## src/rtl/bpt_update_sched_if.sv

```systemverilog
// Request/drain bundle for bpt_update_sched: two resolution sources in, one predictor update out.
// slave is the scheduler's view; master is the driver's view.
interface bpt_update_sched_if #(
  parameter int unsigned DEPTH = 4
);
  localparam int unsigned CntW = $clog2(DEPTH) + 1;

  logic [1:0]            req_valid;
  logic [1:0][31:0]      req_pc;
  logic [1:0][1:0]       req_taken;
  logic [1:0]            req_ready;
  logic                  hold;
  logic                  quiesce_req;
  logic                  quiesce_done;
  logic [31:0]           pc_res;
  logic [1:0]            taken_res;
  logic                  enable_res;
  logic [CntW-1:0]       count;
  logic                  full;
  logic                  empty;

  modport master (
    output req_valid, req_pc, req_taken, hold, quiesce_req,
    input  req_ready, quiesce_done, pc_res, taken_res, enable_res, count, full, empty
  );

  modport slave (
    input  req_valid, req_pc, req_taken, hold, quiesce_req,
    output req_ready, quiesce_done, pc_res, taken_res, enable_res, count, full, empty
  );
endinterface

```

## src/rtl/bpt_update_sched.sv

```systemverilog
// Round-robin update FIFO feeding the tournament predictor, one update per cycle,
// with a quiesce sequence (close intake, drain, pulse done).
module bpt_update_sched #(
  parameter int unsigned DEPTH = 4
) (
  input logic               CLK,
  input logic               RST,
  bpt_update_sched_if.slave bus
);
  localparam int unsigned PtrW = $clog2(DEPTH);
  localparam int unsigned CntW = $clog2(DEPTH) + 1;

  typedef enum logic [1:0] {StIdle, StActive, StQuiesce, StDone} state_e;

  state_e            state_q;
  logic [33:0]       mem_q [DEPTH];
  logic [PtrW-1:0]   wr_ptr_q, rd_ptr_q;
  logic [CntW-1:0]   count_q, count_d;
  logic              last_grant_q;
  logic              full_q, empty_q;
  logic [31:0]       pc_res_q;
  logic [1:0]        taken_res_q;
  logic              enable_res_q;
  logic              quiesce_done_q;

  logic              intake_ok;
  logic [1:0]        grant;
  logic              push, pop, push_src;
  logic [33:0]       push_entry;

  assign intake_ok = ((state_q == StIdle) || (state_q == StActive)) && !full_q;

  // Ties go to the source that did not win the previous transfer.
  always_comb begin
    grant = 2'b00;
    if (intake_ok) begin
      unique case (bus.req_valid)
        2'b01:   grant = 2'b01;
        2'b10:   grant = 2'b10;
        2'b11:   grant = last_grant_q ? 2'b01 : 2'b10;
        default: grant = 2'b00;
      endcase
    end
  end

  assign push       = |grant;
  assign push_src   = grant[1];
  assign push_entry = {bus.req_pc[push_src], bus.req_taken[push_src]};
  // Pop decision uses pre-push occupancy, so a fresh entry waits one edge.
  assign pop        = !bus.hold && !empty_q;
  assign count_d    = count_q + CntW'(push) - CntW'(pop);

  always_ff @(posedge CLK) begin
    if (push) mem_q[wr_ptr_q] <= push_entry;
  end

  always_ff @(posedge CLK) begin
    if (RST) begin
      state_q        <= StIdle;
      wr_ptr_q       <= '0;
      rd_ptr_q       <= '0;
      count_q        <= '0;
      last_grant_q   <= 1'b1;
      full_q         <= 1'b0;
      empty_q        <= 1'b1;
      pc_res_q       <= '0;
      taken_res_q    <= 2'b00;
      enable_res_q   <= 1'b0;
      quiesce_done_q <= 1'b0;
    end else begin
      if (push) begin
        wr_ptr_q     <= wr_ptr_q + PtrW'(1);
        last_grant_q <= push_src;
      end
      if (pop) begin
        {pc_res_q, taken_res_q} <= mem_q[rd_ptr_q];
        rd_ptr_q                <= rd_ptr_q + PtrW'(1);
      end
      enable_res_q   <= pop;
      count_q        <= count_d;
      full_q         <= (count_d == CntW'(DEPTH));
      empty_q        <= (count_d == '0);
      quiesce_done_q <= 1'b0;

      unique case (state_q)
        StIdle: begin
          if (bus.quiesce_req) state_q <= StQuiesce;
          else if (push)       state_q <= StActive;
        end
        StActive: begin
          if (bus.quiesce_req)                state_q <= StQuiesce;
          else if (count_d == '0 && !push)    state_q <= StIdle;
        end
        StQuiesce: begin
          if (count_d == '0) begin
            state_q        <= StDone;
            quiesce_done_q <= 1'b1;
          end
        end
        StDone:  state_q <= StIdle;
        default: state_q <= StIdle;
      endcase
    end
  end

  assign bus.req_ready    = grant;
  assign bus.pc_res       = pc_res_q;
  assign bus.taken_res    = taken_res_q;
  assign bus.enable_res   = enable_res_q;
  assign bus.quiesce_done = quiesce_done_q;
  assign bus.count        = count_q;
  assign bus.full         = full_q;
  assign bus.empty        = empty_q;
endmodule

```

## src/flat_wrapper.sv

```systemverilog
// flat-port wrapper written by rule: the top's interface ports become plain ports
module bpt_update_sched_flat 
#(
  parameter int unsigned DEPTH = 4
)
  (CLK, RST, bus_req_valid, bus_req_pc, bus_req_taken, bus_hold, bus_quiesce_req, bus_req_ready, bus_quiesce_done, bus_pc_res, bus_taken_res, bus_enable_res, bus_count, bus_full, bus_empty);
  bpt_update_sched_if #(.DEPTH(DEPTH)) bus_i ();
  input logic CLK;
  input logic RST;
  input wire logic [$bits(bus_i.req_valid)-1:0] bus_req_valid;
  input wire logic [$bits(bus_i.req_pc)-1:0] bus_req_pc;
  input wire logic [$bits(bus_i.req_taken)-1:0] bus_req_taken;
  input wire logic [$bits(bus_i.hold)-1:0] bus_hold;
  input wire logic [$bits(bus_i.quiesce_req)-1:0] bus_quiesce_req;
  output wire logic [$bits(bus_i.req_ready)-1:0] bus_req_ready;
  output wire logic [$bits(bus_i.quiesce_done)-1:0] bus_quiesce_done;
  output wire logic [$bits(bus_i.pc_res)-1:0] bus_pc_res;
  output wire logic [$bits(bus_i.taken_res)-1:0] bus_taken_res;
  output wire logic [$bits(bus_i.enable_res)-1:0] bus_enable_res;
  output wire logic [$bits(bus_i.count)-1:0] bus_count;
  output wire logic [$bits(bus_i.full)-1:0] bus_full;
  output wire logic [$bits(bus_i.empty)-1:0] bus_empty;
  assign bus_i.req_valid = bus_req_valid;
  assign bus_i.req_pc = bus_req_pc;
  assign bus_i.req_taken = bus_req_taken;
  assign bus_i.hold = bus_hold;
  assign bus_i.quiesce_req = bus_quiesce_req;
  assign bus_req_ready = bus_i.req_ready;
  assign bus_quiesce_done = bus_i.quiesce_done;
  assign bus_pc_res = bus_i.pc_res;
  assign bus_taken_res = bus_i.taken_res;
  assign bus_enable_res = bus_i.enable_res;
  assign bus_count = bus_i.count;
  assign bus_full = bus_i.full;
  assign bus_empty = bus_i.empty;
  bpt_update_sched #(.DEPTH(DEPTH)) u_core (.CLK(CLK), .RST(RST), .bus(bus_i));
endmodule
```

## config.mk

```make
export PLATFORM = sky130hd
export DESIGN_NAME = bpt_update_sched_flat
export DESIGN_NICKNAME = d
export VERILOG_FILES = /design/src/rtl/bpt_update_sched_if.sv /design/src/rtl/bpt_update_sched.sv /design/src/flat_wrapper.sv
export SDC_FILE = /design/constraint.sdc
export NUM_CORES = 1
export LEC_CHECK = 0
export ABC_AREA = 1
export CAP_MARGIN = 20
export CORE_MARGIN = 4
export CORE_UTILIZATION = 36
export CTS_CLUSTER_DIAMETER = 50
export CTS_CLUSTER_SIZE = 30
export DETAILED_ROUTE_END_ITERATION = 8
export GPL_TIMING_DRIVEN = 0
export SYNTH_ARGS = -nofsm -noshare
export SYNTH_HDL_FRONTEND = slang
export SYNTH_SLANG_ARGS = --single-unit
```

## constraint.sdc

```tcl
create_clock -name CLK -period 3.3 [get_ports CLK]
set_input_delay 0.825 -clock CLK [delete_from_list [all_inputs] [get_ports CLK]]
set_output_delay 0.825 -clock CLK [all_outputs]
set_load 0.005 [all_outputs]
```

* After elaboration in Yosys (flattened, before gate mapping)
Memory sizes are Yosys's and may differ from the RTL's. A register that Yosys moved wholly into a read port is not among the register bits.
Cells that the tools add are included.
** Storage, ports and cells
- Memories kept :: 1
- Output and inout port bits :: 43
- Word-level logic and storage cells :: 55
- Register bits :: 14
- Bits in writable memories :: 136
** Memory list
- u_core.mem_q :: words 4, bits a word 34, rd ports 1, clocked after memory_dff 1, wr ports 1, line bpt_update_sched.sv:16 : logic [33:0] mem_q [DEPTH];
** Operators by class
- Magnitude comparators :: 1
- Bitwise logic cells :: 1
- $add $sub $neg :: 4
- Muxes and demuxes :: 16
- Equal/unequal tests :: 10
- Reductions and logical operators :: 13
** Operator list (count)
- $mux W32 :: 2
- $mux W2 :: 9
- $eq A2 B2 Y1 const B :: 4
- $pmux W2 S4 :: 1
- $pmux W2 S3 :: 1
- $add A2 B1 Y2 const B :: 2
- $eq A2 B1 Y1 const B :: 2
- $logic_not A1 Y1 :: 4
- $reduce_or A2 Y1 :: 2
- $add A3 B1 Y3 :: 1
- $eq A3 B3 Y1 const B :: 1
- $logic_and A1 B1 Y1 :: 3
- $logic_not A3 Y1 :: 1
- $mux W1 :: 3
- $ne A3 B2 Y1 const B :: 1
- $ne A3 B3 Y1 const B :: 1
- $reduce_and A3 Y1 :: 1
- $sub A3 B1 Y3 :: 1
- $logic_not A2 Y1 :: 1
- $lt A1 B2 Y1 const B :: 1
- $ne A2 B1 Y1 const B :: 1
- $logic_or A1 B1 Y1 :: 1
- $not A1 Y1 :: 1

* Longest topological paths before layout
Gate-level depths: netlist (run 1).
- Word-level depth :: 12
- Gate-level depth with buffers :: 15

* Worst setup path before layout (run 1)
Ideal clock, no wire load.
- Path kind :: input to register
- Start point :: input port bus_req_valid[0]
- End point :: memory u_core.mem_q[0][0], enable pin
- Path buffers :: 1
- Stages :: 3
- Setup slack :: 404 ps
- Setup time :: 426 ps
- Arrival time :: 2471 ps
- Data required time :: 2874 ps
- Cell sequence :: o21ai_2 buf_6 nor2_1
** Between the ends
- Cells in the longest elaborated chain, start to end :: 6
- Elaborated cells on any way between the ends :: 8
- Those cells by class :: eq/ne (3); mux (4); reduce/logical (1)
** Ends and longest elaborated chain
- start, declared :: line flat_wrapper.sv:10 : input wire logic [$bits(bus_i.req_valid)-1:0] bus_req_valid;
- $eq A2 B2 Y1 or $eq A2 B1 Y1 (tied branches) :: line bpt_update_sched.sv:37 : unique case (bus.req_valid)
- $pmux W2 S3 (*) :: line bpt_update_sched.sv:37
- $mux W2 (*) :: line bpt_update_sched.sv:36 : if (intake_ok) begin
- $reduce_or A2 Y1 (*) :: line bpt_update_sched.sv:46 : assign push = |grant;
- $mux W1 (*) :: line bpt_update_sched.sv:54 : if (push) mem_q[wr_ptr_q] <= push_entry;
- $mux W1 (implied by the code) (*) :: line bpt_update_sched.sv:54
- end, declared :: line bpt_update_sched.sv:16
Mark *: on every way between the ends. The rest lies on a longest branch, timed or not.

* Final worst setup path (run 1)
- Start point :: input port bus_req_valid[0]
- End point :: output port bus_req_ready[1]
** Between the ends
- Cells in the longest elaborated chain, start to end :: 3
- Elaborated cells on any way between the ends :: 5
- Those cells by class :: eq/ne (3); mux (2)
** Ends and longest elaborated chain
- $eq A2 B2 Y1 or $eq A2 B1 Y1 (tied branches) :: line bpt_update_sched.sv:37
- $pmux W2 S3 (*) :: line bpt_update_sched.sv:37
- $mux W2 (*) :: line bpt_update_sched.sv:36
- end, declared :: line flat_wrapper.sv:15 : output wire logic [$bits(bus_i.req_ready)-1:0] bus_req_ready;
Marks and branches as above.

==> flow_summary.ini, run 1 <==
[run_status]
status = completed

[route]
num_vias = 5254
wl_per_cell_um = 16.06
first_pass_iters = 5
drt-vias-per-instance = 4.621
wirelength_um = 18260
drc = 0
drtAntennaViolNets = 0
drtIter0Drc = 279

[place]
place_congestion = 0.7491
hpwlAfterDp_um = 12190
port_buffers = 115
place_ws_ps = -169.1

[timing]
min_period_ps = 3141
max-slew-margin-rel_pct = 60.54
report.final.slew_viol_count = 0
final-hold-violation-count = 0
worst_pin_slew_ps = 591.9
fin_skew_ps = 8.165
fin_crit_sh_pct = 95.19
tns_ps = 0
finalSetupViolations = 0
rsz0062_at_grt = false
setup_slack_ps = 158.7
fmax_ghz = 0.3183

[setup_path]
crit_type = in2out
slowest_delay_ps = 540
worstPathArrival_ps = 2320
path_cells = clkdlybuf4s50_1 > nand2_1 > nand3_4 > inv_8 > clkdlybuf4s50_1
cp_common_cell = clkdlybuf4s50_1
crit_buf_inv = 3
worstSetupEndpointType = output port
crit_family = buffers and inverters
critPathLaunchType = input port
cp.required_ps = 2470
cpMaxStageDelayCell = clkdlybuf4s50_1
crit_fanout = 16

[finish]
final_core_util_pct = 47.43
drive_gt1_share_pct = 9.227
nNetsFinal = 935
area_growth_pct = 29.15
antenna-diode-count = 0
nFillCells = 1916

[cts]
h-tree-depth = 4
cts-root-buf = clkbuf_16
cts.path.max_buffers = 2
hold_buffers = 0
clk_latency_ps = 430
cts_buffers = 17
path_clk_slew_ps = 60
cts_sinks = 184
cts_tree = built

[yosys]
yosysTopAreaCell = edfxtp_1
ys_seq_elements = 184
synth_edf_count = 136
ys_warn_count = 0
synthesis.area_um2 = 7478
syn_inst = 714
yosysSeqAreaShare_pct = 67.46
synthTopCellsByArea = edfxtp_1 (55%), dfxtp_1 (13%), nor2_1 (7.6%), nand2_1 (5.8%), o21ai_1 (3.7%)
async_reset_ff_share_pct = 0
ys_types = 26
syn_area_per_cell_um2 = 10.47
synth_common_cells = nor2_1 (151), edfxtp_1 (136), nand2_1 (116)
yosysTopAreaCellShare_pct = 54.61
synth.most_common_cell = nor2_1
synth_nets = 795
ys.flop_type = edfxtp_1

[power]
irDropWorstVdd_mv = 0.3928
static-leakage-power_nw = 3.808
power_density_nw_per_um2 = 735.6
power.total_mw = 7.104

[global_routing]
antenna_found_initial = 0
grt_pass1_vias = 5079
grt_start_max_net_pins = 29
overflow = 0
grtUsageTotal_pct = 15.94
grt_pass1_wl_um = 28370

[floorplanning]
ios = 117
die-height_um = 152.1
die_w_um = 152.1
rows = 52
die-area_um2 = 23140
start_util_pct = 36.72
core-area_um2 = 20360

[run]
drv_cap = 0

[worst_hold_path]
worstHoldPathType = reg2reg
[layout by cell type (no fill, tap or decap), drive strengths merged, types with 2 or more instances in the layout]
cell,synthesis,layout
nor2,153,153
edfxtp,136,136
nand2,116,116
clkdlybuf4s50,0,115
o21ai,106,106
inv,58,60
dfxtp,48,48
buf,31,37
o22ai,34,34
clkbuf,8,32
ha,6,6
a21oi,5,5
nor3,5,5
clkinvlp,0,4
nand3,4,4
clkinv,0,2
[flip-flops by register name, indices dropped and copies added (netlist names), 2 cells and up]
| register | flops |
|---|---|
| u_core.bus.count | 3 |
| u_core.bus.pc_res | 32 |
| u_core.bus.taken_res | 2 |
| u_core.mem_q | 136 |
| u_core.rd_ptr_q | 2 |
| u_core.state_q | 2 |
| u_core.wr_ptr_q | 2 |
[kinds of logic after synthesis]
kind of cell / synth area share (%)
flops: 67.46
buf+inv: 6.190
simple gates: 14.66
compound gates: 10.42
fa+ha+maj: 1.272
[report_power, final]
part | total [mW] | internal [mW] | switching (mW) | leakage, nW
Clock | 1.91 | 1.07 | 0.834 | 0.265
Combinational | 1.98 | 0.795 | 1.19 | 1.89
Sequential | 3.21 | 3.06 | 0.152 | 1.65
[layer usage]
layer	up-vias	wire, µm	track usage (%)
li1	2682	-	-
met1	2434	8043	20.06
met2	119	9176	27.43
met3	19	755	3.579
met4	0	280	5.009
met5	-	0	0
[path summary, 6_finish.rpt]
path / cells past startpoint / slack, ps / start / to
setup / recovery: 5 / 160 / bus_req_valid[0] / bus_req_ready[1]
hold / removal: 2 / 530 / u_core.wr_ptr_q[1] / u_core.wr_ptr_q[1]
setup reg to reg: 12 / 800 / u_core.bus.empty / u_core.state_q[0]
hold reg to reg: 2 / 530 / u_core.wr_ptr_q[1] / u_core.wr_ptr_q[1]
[cell type report]
cell class	count	area, µm²	area share [%]
buffer	38	229.0	2.371
clock buffer	24	503.0	5.208
clock inverter	8	61.31	0.6348
inverter	58	227.7	2.358
multi-input combinational	433	2001	20.72
sequential	184	5045	52.23
tap	270	337.8	3.498
timing repair buffer	122	1254	12.98
[worst reg2reg max path, delay by kind of cell, from the launching register on]
| family | cells | cell delay [ps] |
|---|---|---|
| flops | 1 | 330 |
| simple gates | 6 | 830 |
| fa+ha+maj | 3 | 850 |
| compound gates | 1 | 60 |
| buf+inv | 2 | 310 |
[stage by stage]
step	instances	hold WS [ps]	instance area (µm²)
after floorplan	714	483.7	7478
after CTS	1136	523.4	9654
after global placement	1099	511.4	8967
after detailed placement	1103	509.8	9077
after global routing	1137	582.9	9658
final	1137	526.3	9658
[repair_timing]
| item | 4_1_cts | 5_1_grt |
|---|---|---|
| setup endpoints to repair | 1 | 1 |
| gates resized for setup | 2 | 0 |
| setup buffers | 1 | 2 |
| pin swaps | 0 | 0 |
Power figures use the tool's default switching activity.
==> run 2, diff against run 1 <==
SLEW_MARGIN = 20   (was not set)
==> run 2 against run 1 <==
Sequential share of layout area down 0.47 points; core utilization up 0.43 points; wire length down 0.65%; power up 2.3%; register-to-register slack about the same; flip-flop and latch count unchanged; non-clock buffer count up 2; via count up 0.95%; critical path depth unchanged; critical path type unchanged; highest routed layer unchanged.
==> flow_summary.ini, run 2 (synthesis gave the netlist of run 1 again) <==
[run]
drv_cap = 0

[timing]
holdWs_ps = 534.7
fin_crit_sh_pct = 98.33
worst_pin_slew_ps = 776.6
fin_skew_ps = 8.260
finalSetupViolations = 0
report.final.slew_viol_count = 0
rsz0062_at_grt = false
final-hold-violation-count = 0
tns_ps = 0
fmax_ghz = 0.3082
max-slew-margin-rel_pct = 48.11
min_period_ps = 3245

[route]
drt-met1-wl_um = 7889
wirelength_um = 18140
drt-vias-per-instance = 4.657
wl_per_cell_um = 15.92
dr_wl_met3_um = 887
first_pass_iters = 5
num_vias = 5304
wl_met2_um = 9014
drtIter0Drc = 282
top_layer_used = met4
drtAntennaViolNets = 0
drc = 0

[floorplanning]
die-height_um = 152.1
die-area_um2 = 23140
start_util_pct = 36.72
die_w_um = 152.1
core-area_um2 = 20360
rows = 52
ios = 117

[setup_path]
crit_type = in2out
critPathLaunchType = input port
path_cells = clkdlybuf4s50_1 > nand3_4 > inv_8 > buf_6 > clkdlybuf4s50_1
cp.required_ps = 2470
worstPathArrival_ps = 2420
cpMaxStageDelayCell = clkdlybuf4s50_1
crit_fanout = 10
cp_common_cell = clkdlybuf4s50_1
worstSetupEndpointType = output port
slowest_delay_ps = 570

[finish]
final-seq-area_um2 = 5045
multi_input_area_um2 = 2001
area_growth_pct = 30.32
nFillCells = 1922
nNetsFinal = 937
antenna-diode-count = 0
regMostFlops = u_core.mem_q
stdcell_count = 1139
stdcell_area_um2 = 9746
final_cell_mix = nor2_1 (147), edfxtp_1 (136), nand2_1 (116)
layout_commonest_cell = nor2_1
largest_reg_flops = 136
drive_gt1_share_pct = 9.321

[place]
place_inst = 1104
dpl_cell_area_um2 = 9120
hpwlAfterDp_um = 12370
port_buffers = 115
place_congestion = 0.7491

[global_routing]
grt_pass1_wl_um = 28440
grtUsageTotal_pct = 16.01
overflow = 0
grt_start_max_net_pins = 22
grt_pass1_vias = 5098
antenna_found_initial = 0

[cts]
h-tree-depth = 4
cts_buffers = 17
path_clk_slew_ps = 60
cts_tree = built
cts-root-buf = clkbuf_16
clk_latency_ps = 430
cts.path.max_buffers = 2
cts_sinks = 184

[run_status]
status = completed

[power]
irDropWorstVdd_mv = 0.4384
static-leakage-power_nw = 3.849
power_density_nw_per_um2 = 745.9

[worst_hold_path]
worstHoldPathType = reg2reg
[run 2: cell count changes in the layout (fill, tap and decap cells not counted), sizes merged]
cell / change
bufinv: +3
buf: +2
clkbuf: -2
clkinvlp: -1
[run 2: cell type report]
cell class / instances / area share (%)
sequential: 184 / 51.77
multi-input combinational: 433 / 20.53
tap: 270 / 3.466
clock buffer: 22 / 4.660
buffer: 39 / 2.465
inverter: 58 / 2.337
clock inverter: 10 / 1.476
timing repair buffer: 123 / 13.30
[run 2: metal layers]
metal  GRT usage (%)  vias up
li1                -     2695
met1           20.09     2452
met2           27.29      131
met3           4.061       26
met4           5.009        0
met5               0        -
[run 2: what timing repair did]
item / 4_1_cts / 5_1_grt
buffers inserted: 1 / 2
setup endpoints to repair: 1 / 1
resized for setup: 2 / 0
hold buffers: 0 / 0
pin swaps: 1 / 0
endpoints found under the hold margin: 0 / 0
[run 2: power by group]
group,switching (mW),internal (mW)
clock,0.828,1.22
combinational,1.19,0.819
sequential,0.152,3.06
total,2.17,5.09
[run 2: worst paths after layout]
| kind | startpoint | slack (ps) | cells past startpoint | to |
|---|---|---|---|---|
| setup reg to reg | u_core.bus.empty | 800 | 12 | u_core.state_q[0] |
| hold / removal | u_core.wr_ptr_q[1] | 530 | 2 | u_core.wr_ptr_q[1] |
| setup / recovery | bus_req_valid[1] | 60 | 5 | bus_req_ready[1] |
| hold reg to reg | u_core.wr_ptr_q[1] | 530 | 2 | u_core.wr_ptr_q[1] |
[run 2: metrics by stage]
| stage | util, % | setup WS (ps) | power, mW |
|---|---|---|---|
| 3_3_place_gp | 44.03 | -1413 | 5.201 |
| 5_1_grt | 47.86 | 20.78 | 7.702 |
| 6_report | 47.86 | 55.24 | 7.269 |
| 3_5_place_dp | 44.78 | -165.4 | 5.290 |
| 2_1_floorplan | - | 403.8 | 4.361 |
| 4_1_cts | 47.78 | 5.897 | 7.325 |
[run 2: worst max-delay path: cells and delay by family]
family	cells	cell delay, ps
buf+inv	4	1390
simple gates	1	180
